--- src/rtl/uart_pkg.sv ---
// Shared constants for the UART loopback link: checker state encoding,
// pattern base and timing so transmitter and checker stay consistent.
package uart_pkg;

    typedef enum logic {
        SEARCH = 1'b0,
        LOCKED = 1'b1
    } state_t;

    localparam logic [7:0]  PATTERN_BASE    = 8'h30;
    localparam int unsigned TX_PERIOD_CNT   = 10_000_000;
    localparam int unsigned TIMEOUT_DEFAULT = 2 * TX_PERIOD_CNT;
    localparam int unsigned CNT_W_DEFAULT   = 16;

endpackage

--- src/rtl/uart_rx_check_if.sv ---
// Byte strobe from the UART receiver plus the checker's status readout.
interface uart_rx_check_if #(
    parameter int unsigned CNT_W = 16
);
    logic             rx_done;
    logic [7:0]       rx_data;
    logic             clr;
    logic             locked;
    logic             err_pulse;
    logic             timeout;
    logic [CNT_W-1:0] ok_cnt;
    logic [CNT_W-1:0] err_cnt;
    logic [7:0]       last_data;

    modport master (
        output rx_done, rx_data, clr,
        input  locked, err_pulse, timeout, ok_cnt, err_cnt, last_data
    );

    modport slave (
        input  rx_done, rx_data, clr,
        output locked, err_pulse, timeout, ok_cnt, err_cnt, last_data
    );
endinterface

--- src/rtl/sat_counter.sv ---
// Up-counter that sticks at all-ones; clr has priority over inc.
module sat_counter #(
    parameter int unsigned WIDTH = 16
) (
    input  logic             clk,
    input  logic             rst_n,
    input  logic             inc,
    input  logic             clr,
    output logic [WIDTH-1:0] cnt
);

    always_ff @(posedge clk or negedge rst_n) begin
        if (!rst_n) begin
            cnt <= '0;
        end else if (clr) begin
            cnt <= '0;
        end else if (inc && (cnt != '1)) begin
            cnt <= cnt + WIDTH'(1);
        end
    end

endmodule

--- src/rtl/uart_rx_check.sv ---
// Loopback receive checker: locks onto the 0x30..0x3F pattern, counts good and
// bad bytes, times out on silent links and re-synchronises after error bursts.
module uart_rx_check
    import uart_pkg::*;
#(
    parameter logic [7:0]  BASE        = PATTERN_BASE,
    parameter int unsigned TIMEOUT_CNT = TIMEOUT_DEFAULT,
    parameter int unsigned RESYNC_ERRS = 3,
    parameter int unsigned CNT_W       = CNT_W_DEFAULT
) (
    input  logic            sys_clk,
    input  logic            sys_rst_n,
    uart_rx_check_if.slave  bus
);

    localparam int unsigned      GAP_W       = $clog2(TIMEOUT_CNT + 1);
    localparam logic [GAP_W-1:0] GAP_LAST    = GAP_W'(TIMEOUT_CNT - 1);
    localparam logic [3:0]       CONSEC_LAST = 4'(RESYNC_ERRS - 1);
    localparam logic [3:0]       BASE_HI     = BASE[7:4];

    state_t           state_q, state_d;
    logic [3:0]       exp_q, exp_d;
    logic [3:0]       consec_q, consec_d;
    logic [GAP_W-1:0] gap_q, gap_d;
    logic             ok_inc, err_inc, cnt_clr;
    logic             err_pulse_d, timeout_d;
    logic             locked_q, err_pulse_q, timeout_q;
    logic [7:0]       last_data_q;
    logic [CNT_W-1:0] ok_cnt, err_cnt;

    logic [3:0] rx_lo;
    logic       rx_hi_ok;
    assign rx_lo    = bus.rx_data[3:0];
    assign rx_hi_ok = (bus.rx_data[7:4] == BASE_HI);

    // Next-state, counter strobes and pulse decode
    always_comb begin
        state_d     = state_q;
        exp_d       = exp_q;
        consec_d    = consec_q;
        gap_d       = gap_q;
        ok_inc      = 1'b0;
        err_inc     = 1'b0;
        cnt_clr     = 1'b0;
        err_pulse_d = 1'b0;
        timeout_d   = 1'b0;

        if (bus.clr) begin
            state_d  = SEARCH;
            consec_d = '0;
            gap_d    = '0;
            cnt_clr  = 1'b1;
        end else begin
            case (state_q)
                SEARCH: begin
                    if (bus.rx_done && rx_hi_ok) begin
                        exp_d    = rx_lo + 4'd1;
                        consec_d = '0;
                        gap_d    = '0;
                        state_d  = LOCKED;
                    end
                end
                LOCKED: begin
                    if (bus.rx_done) begin
                        gap_d = '0;
                        if (rx_hi_ok && (rx_lo == exp_q)) begin
                            ok_inc   = 1'b1;
                            exp_d    = exp_q + 4'd1;
                            consec_d = '0;
                        end else begin
                            // Follow the received byte so a single slip costs one error
                            err_inc     = 1'b1;
                            err_pulse_d = 1'b1;
                            exp_d       = rx_lo + 4'd1;
                            if (consec_q == CONSEC_LAST) begin
                                consec_d = '0;
                                state_d  = SEARCH;
                            end else begin
                                consec_d = consec_q + 4'd1;
                            end
                        end
                    end else if (gap_q == GAP_LAST) begin
                        timeout_d   = 1'b1;
                        err_pulse_d = 1'b1;
                        err_inc     = 1'b1;
                        gap_d       = '0;
                        state_d     = SEARCH;
                    end else begin
                        gap_d = gap_q + GAP_W'(1);
                    end
                end
                default: state_d = SEARCH;
            endcase
        end
    end

    always_ff @(posedge sys_clk or negedge sys_rst_n) begin
        if (!sys_rst_n) begin
            state_q     <= SEARCH;
            exp_q       <= '0;
            consec_q    <= '0;
            gap_q       <= '0;
            locked_q    <= 1'b0;
            err_pulse_q <= 1'b0;
            timeout_q   <= 1'b0;
            last_data_q <= '0;
        end else begin
            state_q     <= state_d;
            exp_q       <= exp_d;
            consec_q    <= consec_d;
            gap_q       <= gap_d;
            locked_q    <= (state_d == LOCKED);
            err_pulse_q <= err_pulse_d;
            timeout_q   <= timeout_d;
            if (bus.rx_done) begin
                last_data_q <= bus.rx_data;
            end
        end
    end

    sat_counter #(.WIDTH(CNT_W)) u_ok_cnt (
        .clk   (sys_clk),
        .rst_n (sys_rst_n),
        .inc   (ok_inc),
        .clr   (cnt_clr),
        .cnt   (ok_cnt)
    );

    sat_counter #(.WIDTH(CNT_W)) u_err_cnt (
        .clk   (sys_clk),
        .rst_n (sys_rst_n),
        .inc   (err_inc),
        .clr   (cnt_clr),
        .cnt   (err_cnt)
    );

    assign bus.locked    = locked_q;
    assign bus.err_pulse = err_pulse_q;
    assign bus.timeout   = timeout_q;
    assign bus.ok_cnt    = ok_cnt;
    assign bus.err_cnt   = err_cnt;
    assign bus.last_data = last_data_q;

endmodule

--- src/flat_wrapper.sv ---
// flat-port wrapper written by rule: the top's interface ports become plain ports
module uart_rx_check_flat import uart_pkg::*;
#(
    parameter logic [7:0]  BASE        = PATTERN_BASE,
    parameter int unsigned TIMEOUT_CNT = TIMEOUT_DEFAULT,
    parameter int unsigned RESYNC_ERRS = 3,
    parameter int unsigned CNT_W       = CNT_W_DEFAULT
)
  (sys_clk, sys_rst_n, bus_rx_done, bus_rx_data, bus_clr, bus_locked, bus_err_pulse, bus_timeout, bus_ok_cnt, bus_err_cnt, bus_last_data);
  uart_rx_check_if #(.CNT_W(CNT_W)) bus_i ();
  input  logic sys_clk;
  input  logic sys_rst_n;
  input wire logic [$bits(bus_i.rx_done)-1:0] bus_rx_done;
  input wire logic [$bits(bus_i.rx_data)-1:0] bus_rx_data;
  input wire logic [$bits(bus_i.clr)-1:0] bus_clr;
  output wire logic [$bits(bus_i.locked)-1:0] bus_locked;
  output wire logic [$bits(bus_i.err_pulse)-1:0] bus_err_pulse;
  output wire logic [$bits(bus_i.timeout)-1:0] bus_timeout;
  output wire logic [$bits(bus_i.ok_cnt)-1:0] bus_ok_cnt;
  output wire logic [$bits(bus_i.err_cnt)-1:0] bus_err_cnt;
  output wire logic [$bits(bus_i.last_data)-1:0] bus_last_data;
  assign bus_i.rx_done = bus_rx_done;
  assign bus_i.rx_data = bus_rx_data;
  assign bus_i.clr = bus_clr;
  assign bus_locked = bus_i.locked;
  assign bus_err_pulse = bus_i.err_pulse;
  assign bus_timeout = bus_i.timeout;
  assign bus_ok_cnt = bus_i.ok_cnt;
  assign bus_err_cnt = bus_i.err_cnt;
  assign bus_last_data = bus_i.last_data;
  uart_rx_check #(.BASE(BASE), .TIMEOUT_CNT(TIMEOUT_CNT), .RESYNC_ERRS(RESYNC_ERRS), .CNT_W(CNT_W)) u_core (.sys_clk(sys_clk), .sys_rst_n(sys_rst_n), .bus(bus_i));
endmodule
--- config.mk ---
export PLATFORM = sky130hd
export DESIGN_NAME = uart_rx_check_flat
export DESIGN_NICKNAME = d
export VERILOG_FILES = /design/src/rtl/uart_pkg.sv /design/src/rtl/uart_rx_check_if.sv /design/src/rtl/sat_counter.sv /design/src/rtl/uart_rx_check.sv /design/src/flat_wrapper.sv
export SDC_FILE = /design/constraint.sdc
export NUM_CORES = 1
export LEC_CHECK = 0
export CORE_MARGIN = 2
export CORE_UTILIZATION = 43
export CTS_CLUSTER_DIAMETER = 40
export DETAILED_ROUTE_END_ITERATION = 12
export GPL_ROUTABILITY_DRIVEN = 0
export GPL_TIMING_DRIVEN = 0
export PLACE_DENSITY = 0.71
export SLEW_MARGIN = 20
export SYNTH_ARGS = -nofsm -noshare
export SYNTH_HDL_FRONTEND = slang
export SYNTH_HIERARCHICAL = 1
export SYNTH_SLANG_ARGS = --single-unit
--- constraint.sdc ---
create_clock -name sys_clk -period 2.37 [get_ports sys_clk]
set_input_delay 0.3555 -clock sys_clk [delete_from_list [all_inputs] [get_ports sys_clk]]
set_output_delay 0.3555 -clock sys_clk [all_outputs]
set_load 0.02 [all_outputs]
==> qor.csv, run 1 <==
metric;value;unit
antenna_found_initial;0;
grt_pass1_vias;3594;
drc_errors;0;
cts.sinks;76;
status;finished, violations left;
firstDrtPassIters;4;
seqPwrFrac;49.9;%
pre_cts_ws;-781;ps
via_count;3728;
pwr-share-clk;40.1;%
dieArea;10600;µm²
fin_nets;537;
gr-usage-met3;3.86;%
fp.dieW;103;µm
ys_async_sr_fraction;100;%
rr_worst_depth;9;
avgSynthCellArea;9.79;µm²
area_growth;34.1;%
hold_class;in -> reg;
synth_top_flop_cell;dfrtp_1;
start_util;43.7;%
yosys-top-cells-count;dfrtp_1 (76), nor2_1 (40), a21oi_1 (28), nand2_1 (28), xor2_1 (25);
switching_power;670;µW
coreArea;9640;µm²
peakVddDrop;0.000395;V
critical_path.startpoint;u_core/gap_q[12];
swShare;24.4;%
max_cap_violations;0;
grtUsageTotal;19.9;%
grt_pass1_wl;16.5;mm
antenna_left;0;
clk_latency;350;ps
grt-ovfl-total;0;
slew_headroom;39.9;%
cp_data_required_time;2640;ps
drt_first_iter_violations;156;
yosysSeqAreaShare;45.2;%
setup_tns;-95.3;ps
min_to;u_core/bus.last_data[2];
avgRoutedWirePerCell;15.8;µm
skew;11.0;ps
rows;36;
clockBufferDepth;2;
syn_inst;430;
hold_violations;0;
wl;10.3;mm
critPathMaxStageDelay;520;ps
use_met2;32.6;%
drv_slew;0;
setup_viol;3;
vias_per_cell;5.68;
ys_top_cells_by_area;dfrtp_1 (45%), xor2_1 (5.2%), nand4_1 (3.6%);
cpMaxStageDelayCell;or4_1;
period_needed;2430;ps
end_kind;flop;
synth_top_area_cell;dfrtp_1;
use_met1;26.2;%
cp-start-kind;flop;
post-dp-hpwl;6.74;mm
yosysWarnings;6;
fin_cells;656;
failed_checks;negative setup slack;
reg2reg_slack;-60;ps
h-tree-depth;3;
synthesis.area;4210;µm²
hold_depth;2;
tritoncts;built;
fmax;412;MHz
synth.most_common_cell;dfrtp_1;
die_h;103;µm
ios;55;
ys_types;50;
p_int;2080;µW
dp_cells;617;
grt.busiest_layer;met2;
worst_pin_slew;894;ps
arrival;2700;ps
synth_edf_count;0;
rsz0062_at_grt;true;
r2r_start;u_core/gap_q[12];
io_buffers;53;
regToRegEndpoint;u_core/u_err_cnt/cnt[14];
antennaDiodeCount;0;
grt_max_degree;53;
finalCritPeriodShare;102;%
worstHoldStart;bus_rx_data[2];
combPwrFrac;10.0;%
p_leak;0.00229;µW
drive_gt1_share;22.4;%
path_max_fanout;5;
setup_ws;-55.0;ps
cts_made_buffers;9;
synth-seq-cells;76;
crit_path_cell_trace;nor4_2 -> nand3_1 -> nor4_4 -> mux2i_1 -> nor2_4 -> inv_4 -> clkbuf_16 -> or4_1 -> a21oi_1;
clkTransAtPathRegs;80;ps
power_density;487;nW/µm²
synth_top_area_share;45.2;%
worstSetupPathType;reg -> reg;
cts_root_buf;clkbuf_8;
synthesis.nets;449;
cells by family after synthesis:
logic type	share of synthesized area [%]
adders and majority gates	2.08
and+or+nand+nor	27.8
AOI/OAI and AO/OA	10.8
muxes	5.47
xor gates and xnor gates	5.62
DFF	45.2
buffers and inverters	3.03
layer usage:
layer,vias to the layer above,share of wire (%)
met5,-,0
met4,0,1.2
met3,15,4.0
met2,100,50
met1,1834,45
li1,1779,-
layout make-up:
cell class	instances	area, µm²
Buffer	16	124
Clock buffer	12	145
Clock inverter	4	72.6
Fill cell	840	4000
Inverter	12	47.5
Multi-Input combinational cell	325	2440
Sequential cell	76	1900
Tap cell	133	166
Timing Repair Buffer	78	741
worst max path at each step:
| stage | cells past startpoint | end |
|---|---|---|
| after global routing | 9 | u_core/u_err_cnt/cnt[14] |
| after global placement | 1 | u_core/bus.last_data[3] |
| after CTS | 9 | u_core/u_err_cnt/cnt[13] |
| after floorplan | 9 | u_core/u_err_cnt/cnt[11] |
| after detailed placement | 9 | u_core/u_ok_cnt/cnt[3] |
| final | 9 | u_core/u_err_cnt/cnt[14] |
worst max-delay path, delay by kind of cell (launching register included):
kind,cells,cell delay (ps)
buffers and inverters,2,230
and+or+nand+nor,5,1390
DFF,1,410
AOI/OAI and AO/OA,1,160
muxes,1,160
layout by cell type, fill, tap and decap left out, types with 6 or more instances in the layout:
cell / instances
mux2_1: 6
nor2_1: 38
and3_1: 8
buf_4: 23
inv_1: 10
mux2_2: 8
clkbuf_1: 9
or4_1: 9
clkbuf_8: 10
nor2b_1: 10
ha_1: 6
dfrtp_1: 75
o31ai_2: 8
nor4_4: 9
o21ai_1: 6
nand2_1: 28
nand2b_1: 7
nand3_1: 22
o21ai_0: 10
nand4_1: 24
xor2_1: 25
or4_4: 6
a21oi_1: 23
clkdlybuf4s50_1: 48
per-stage QoR:
step	area, µm²	hold slack, ps	util, %	power [µW]
4_1_cts	5460	424	56.7	2780
6_report	5640	411	58.5	2750
2_1_floorplan	4250	59.9	-	1540
5_1_grt	5640	418	58.5	2870
3_3_place_gp	4940	497	51.3	1650
3_5_place_dp	4970	294	51.5	1660
repair_timing:
item / CTS / global route
endpoints found under the hold margin: 24 / 0
gates resized for setup: 31 / 33
buffers inserted: 18 / 4
setup endpoints to repair: 30 / 26
pin swaps: 11 / 9
cloned: 0 / 1
hold buffers: 1 / 0
power groups by stage:
stage / Sequential [µW] / Combinational [µW] / Clock, µW
after floorplan: 1410 / 130 / 0
after global placement: 1390 / 252 / 0
after detailed placement: 1400 / 265 / 0
after CTS: 1370 / 276 / 1130
after global routing: 1380 / 305 / 1190
final: 1370 / 276 / 1100
state kept, by name, indices dropped and copies added (netlist names):
name	cells
u_core/gap_q	25
u_core/u_ok_cnt/cnt	16
u_core/exp_q	4
u_core/bus.timeout	1
u_core/bus.err_pulse	1
u_core/bus.locked	1
u_core/consec_q	4
u_core/bus.last_data	8
u_core/u_err_cnt/cnt	16
(Power assumes the default switching activity.)
==> run 2: changes to the inputs <==
--- a/config.mk
+++ b/config.mk
@@ -5,13 +5,14 @@
 export SDC_FILE = /design/constraint.sdc
 export NUM_CORES = 1
 export LEC_CHECK = 0
+export ABC_AREA = 1
 export CORE_MARGIN = 2
 export CORE_UTILIZATION = 43
 export CTS_CLUSTER_DIAMETER = 40
 export DETAILED_ROUTE_END_ITERATION = 12
 export GPL_ROUTABILITY_DRIVEN = 0
 export GPL_TIMING_DRIVEN = 0
-export PLACE_DENSITY = 0.71
+export PLACE_DENSITY = 0.7
 export SLEW_MARGIN = 20
 export SYNTH_ARGS = -nofsm -noshare
 export SYNTH_HDL_FRONTEND = slang
==> qor.csv, run 2 <==
metric;value;unit
cp-start-kind;flop;
max_cap_violations;0;
rr_worst_depth;14;
drive_gt1_share;10.7;%
reg2reg_slack;160;ps
worstSetupPathType;reg -> reg;
antenna_left;0;
dieArea;11900;µm²
regToRegEndpoint;u_core/u_err_cnt/cnt[8];
reg_top3;u_core/gap_q: 25 flops, u_core/u_err_cnt/cnt: 16 flops, u_core/u_ok_cnt/cnt: 16 flops;
cts_root_buf;clkbuf_8;
avgSynthCellArea;7.01;µm²
firstDrtPassIters;4;
status;complete, no violations;
hold_violations;0;
clkTransAtPathRegs;90;ps
fp.dieW;109;µm
tritoncts;built;
drc_errors;0;
r2r_start;u_core/gap_q[0];
final_core_utilization;52.7;%
min_to;u_core/bus.last_data[4];
grt_pass1_vias;4347;
antennaDiodeCount;0;
drv_slew;0;
io_buffers;53;
die_h;109;µm
final_cell_mix;nand2_1 (246), nor2_1 (81), dfrtp_1 (76);
synth_top_area_cell;dfrtp_1;
yosys-top-cells-count;nand2_1 (246), nor2_1 (85), dfrtp_1 (76), inv_1 (66), nand3_1 (55);
drt_first_iter_violations;154;
wl;11.3;mm
clockBufferDepth;2;
cts_made_buffers;9;
hold_class;in -> reg;
largest_reg_flops;25;
period_needed;2210;ps
h-tree-depth;3;
cp_data_required_time;2680;ps
fin_nets;762;
antenna_found_initial;0;
skew;14.5;ps
avgRoutedWirePerCell;12.7;µm
clk_latency;370;ps
ys_async_sr_fraction;100;%
grt_max_degree;43;
grt-ovfl-total;0;
power_density;455;nW/µm²
arrival;2520;ps
synth_edf_count;0;
fmax;452;MHz
hold_depth;3;
finalCritPeriodShare;93.4;%
p_leak;0.00274;µW
ys_types;33;
worstHoldStart;bus_rx_done;
synth_top_area_share;40.1;%
yosysWarnings;6;
grtUsageTotal;19.8;%
path_max_fanout;10;
slew_headroom;65.6;%
registers.top_by_ff_count;u_core/gap_q;
pre_cts_ws;-424;ps
start_util;44.0;%
synth_top_flop_cell;dfrtp_1;
peakVddDrop;0.000293;V
p_total;2590;µW
setup_ws;156;ps
cts.sinks;76;
synthesis.area;4750;µm²
post-dp-hpwl;8.17;mm
ios;55;
rows;38;
syn_inst;677;
layout_commonest_cell;nand2_1;
synthesis.nets;696;
setup_viol;0;
coreArea;10800;µm²
via_count;4480;
yosysSeqAreaShare;40.1;%
setup_tns;0;ps
area_growth;20.0;%
ys_top_cells_by_area;dfrtp_1 (40%), nand2_1 (19%), nor2_1 (6.7%);
grt_pass1_wl;19.0;mm
vias_per_cell;5.05;
synth.most_common_cell;nand2_1;
critical_path.startpoint;u_core/gap_q[0];
synth-seq-cells;76;
worst_pin_slew;516;ps
end_kind;flop;
timing.hold.ws;276;ps
-- run 2: changes by cell type after synthesis, sizes merged, moves of 7 or more --
cell    change
clkbuf     -11
inv        +69
nand2     +231
and3        -8
nor2       +57
o31ai      -14
xor2       -14
nand2b      -7
nand3      +34
nor2b      -10
or4        -15
nor4       -13
mux2       -16
a21oi      -24
-- run 2: stage by stage --
step / cells / instance area (µm²)
final: 888 / 5690
after global routing: 888 / 5690
after CTS: 888 / 5670
after detailed placement: 871 / 5470
after global placement: 870 / 5450
after floorplan: 677 / 4750
-- run 2: how the worst max path moves through the flow --
| stage | endpoint | slack (ps) | depth (start not counted) |
|---|---|---|---|
| 3_5_place_dp | u_core/u_ok_cnt/cnt[8] | -420 | 14 |
| 6_report | u_core/u_err_cnt/cnt[8] | 160 | 14 |
| 4_1_cts | u_core/u_err_cnt/cnt[8] | 40 | 14 |
| 3_3_place_gp | u_core/u_ok_cnt/cnt[7] | -1790 | 1 |
| 2_1_floorplan | u_core/u_err_cnt/cnt[2] | 400 | 14 |
| 5_1_grt | u_core/u_err_cnt/cnt[15] | -3 | 14 |
-- run 2: kinds of logic after synthesis --
group | Yosys count | share of synthesized area (%)
and+or+nand+nor | 454 | 42.4
DFF | 76 | 40.1
AOI/OAI and AO/OA | 27 | 3.53
xor gates and xnor gates | 19 | 3.51
adders and majority gates | 7 | 1.85
buffers and inverters | 94 | 8.65
-- run 2: power by group --
group | total [µW] | internal [µW] | switching [µW]
clock | 951 | 396 | 555
combinational | 280 | 107 | 173
sequential | 1360 | 1330 | 32.3
-- run 2: critical path, stage by stage, from the launching register on --
cell	delay (ps)
dfrtp_1	410
ha_1	220
inv_2	60
nor2_4	150
nand2_4	100
nor2_2	100
nand2_2	90
nand2_1	90
nand2_1	90
nor2_4	160
inv_1	70
nor2_2	170
clkbuf_4	240
nand4_1	100
nand2_1	110
-- run 2: area by class of cell --
type | count | area [µm²]
fill | 1025 | 5100
multi-input combinational | 507 | 2450
sequential | 76 | 1900
timing repair buffer | 55 | 561
inverter | 82 | 313
tap | 140 | 175
clock buffer | 9 | 124
buffer | 12 | 103
clock inverter | 7 | 62.6
-- run 2: per-layer routing --
| layer | wire length (µm) | vias to the layer above | track usage, % |
|---|---|---|---|
| met5 | 0 | - | 0 |
| met4 | 180 | 0 | 8.24 |
| met3 | 464 | 16 | 2.99 |
| met2 | 5280 | 105 | 32.6 |
| met1 | 5330 | 2099 | 26.0 |
| li1 | - | 2260 | - |
-- run 2: repair_timing --
item,in CTS,in global routing
setup endpoints to repair,19,20
buffers inserted,0,0
hold buffers,1,0
resized for setup,2,8
endpoints found under the hold margin,34,0
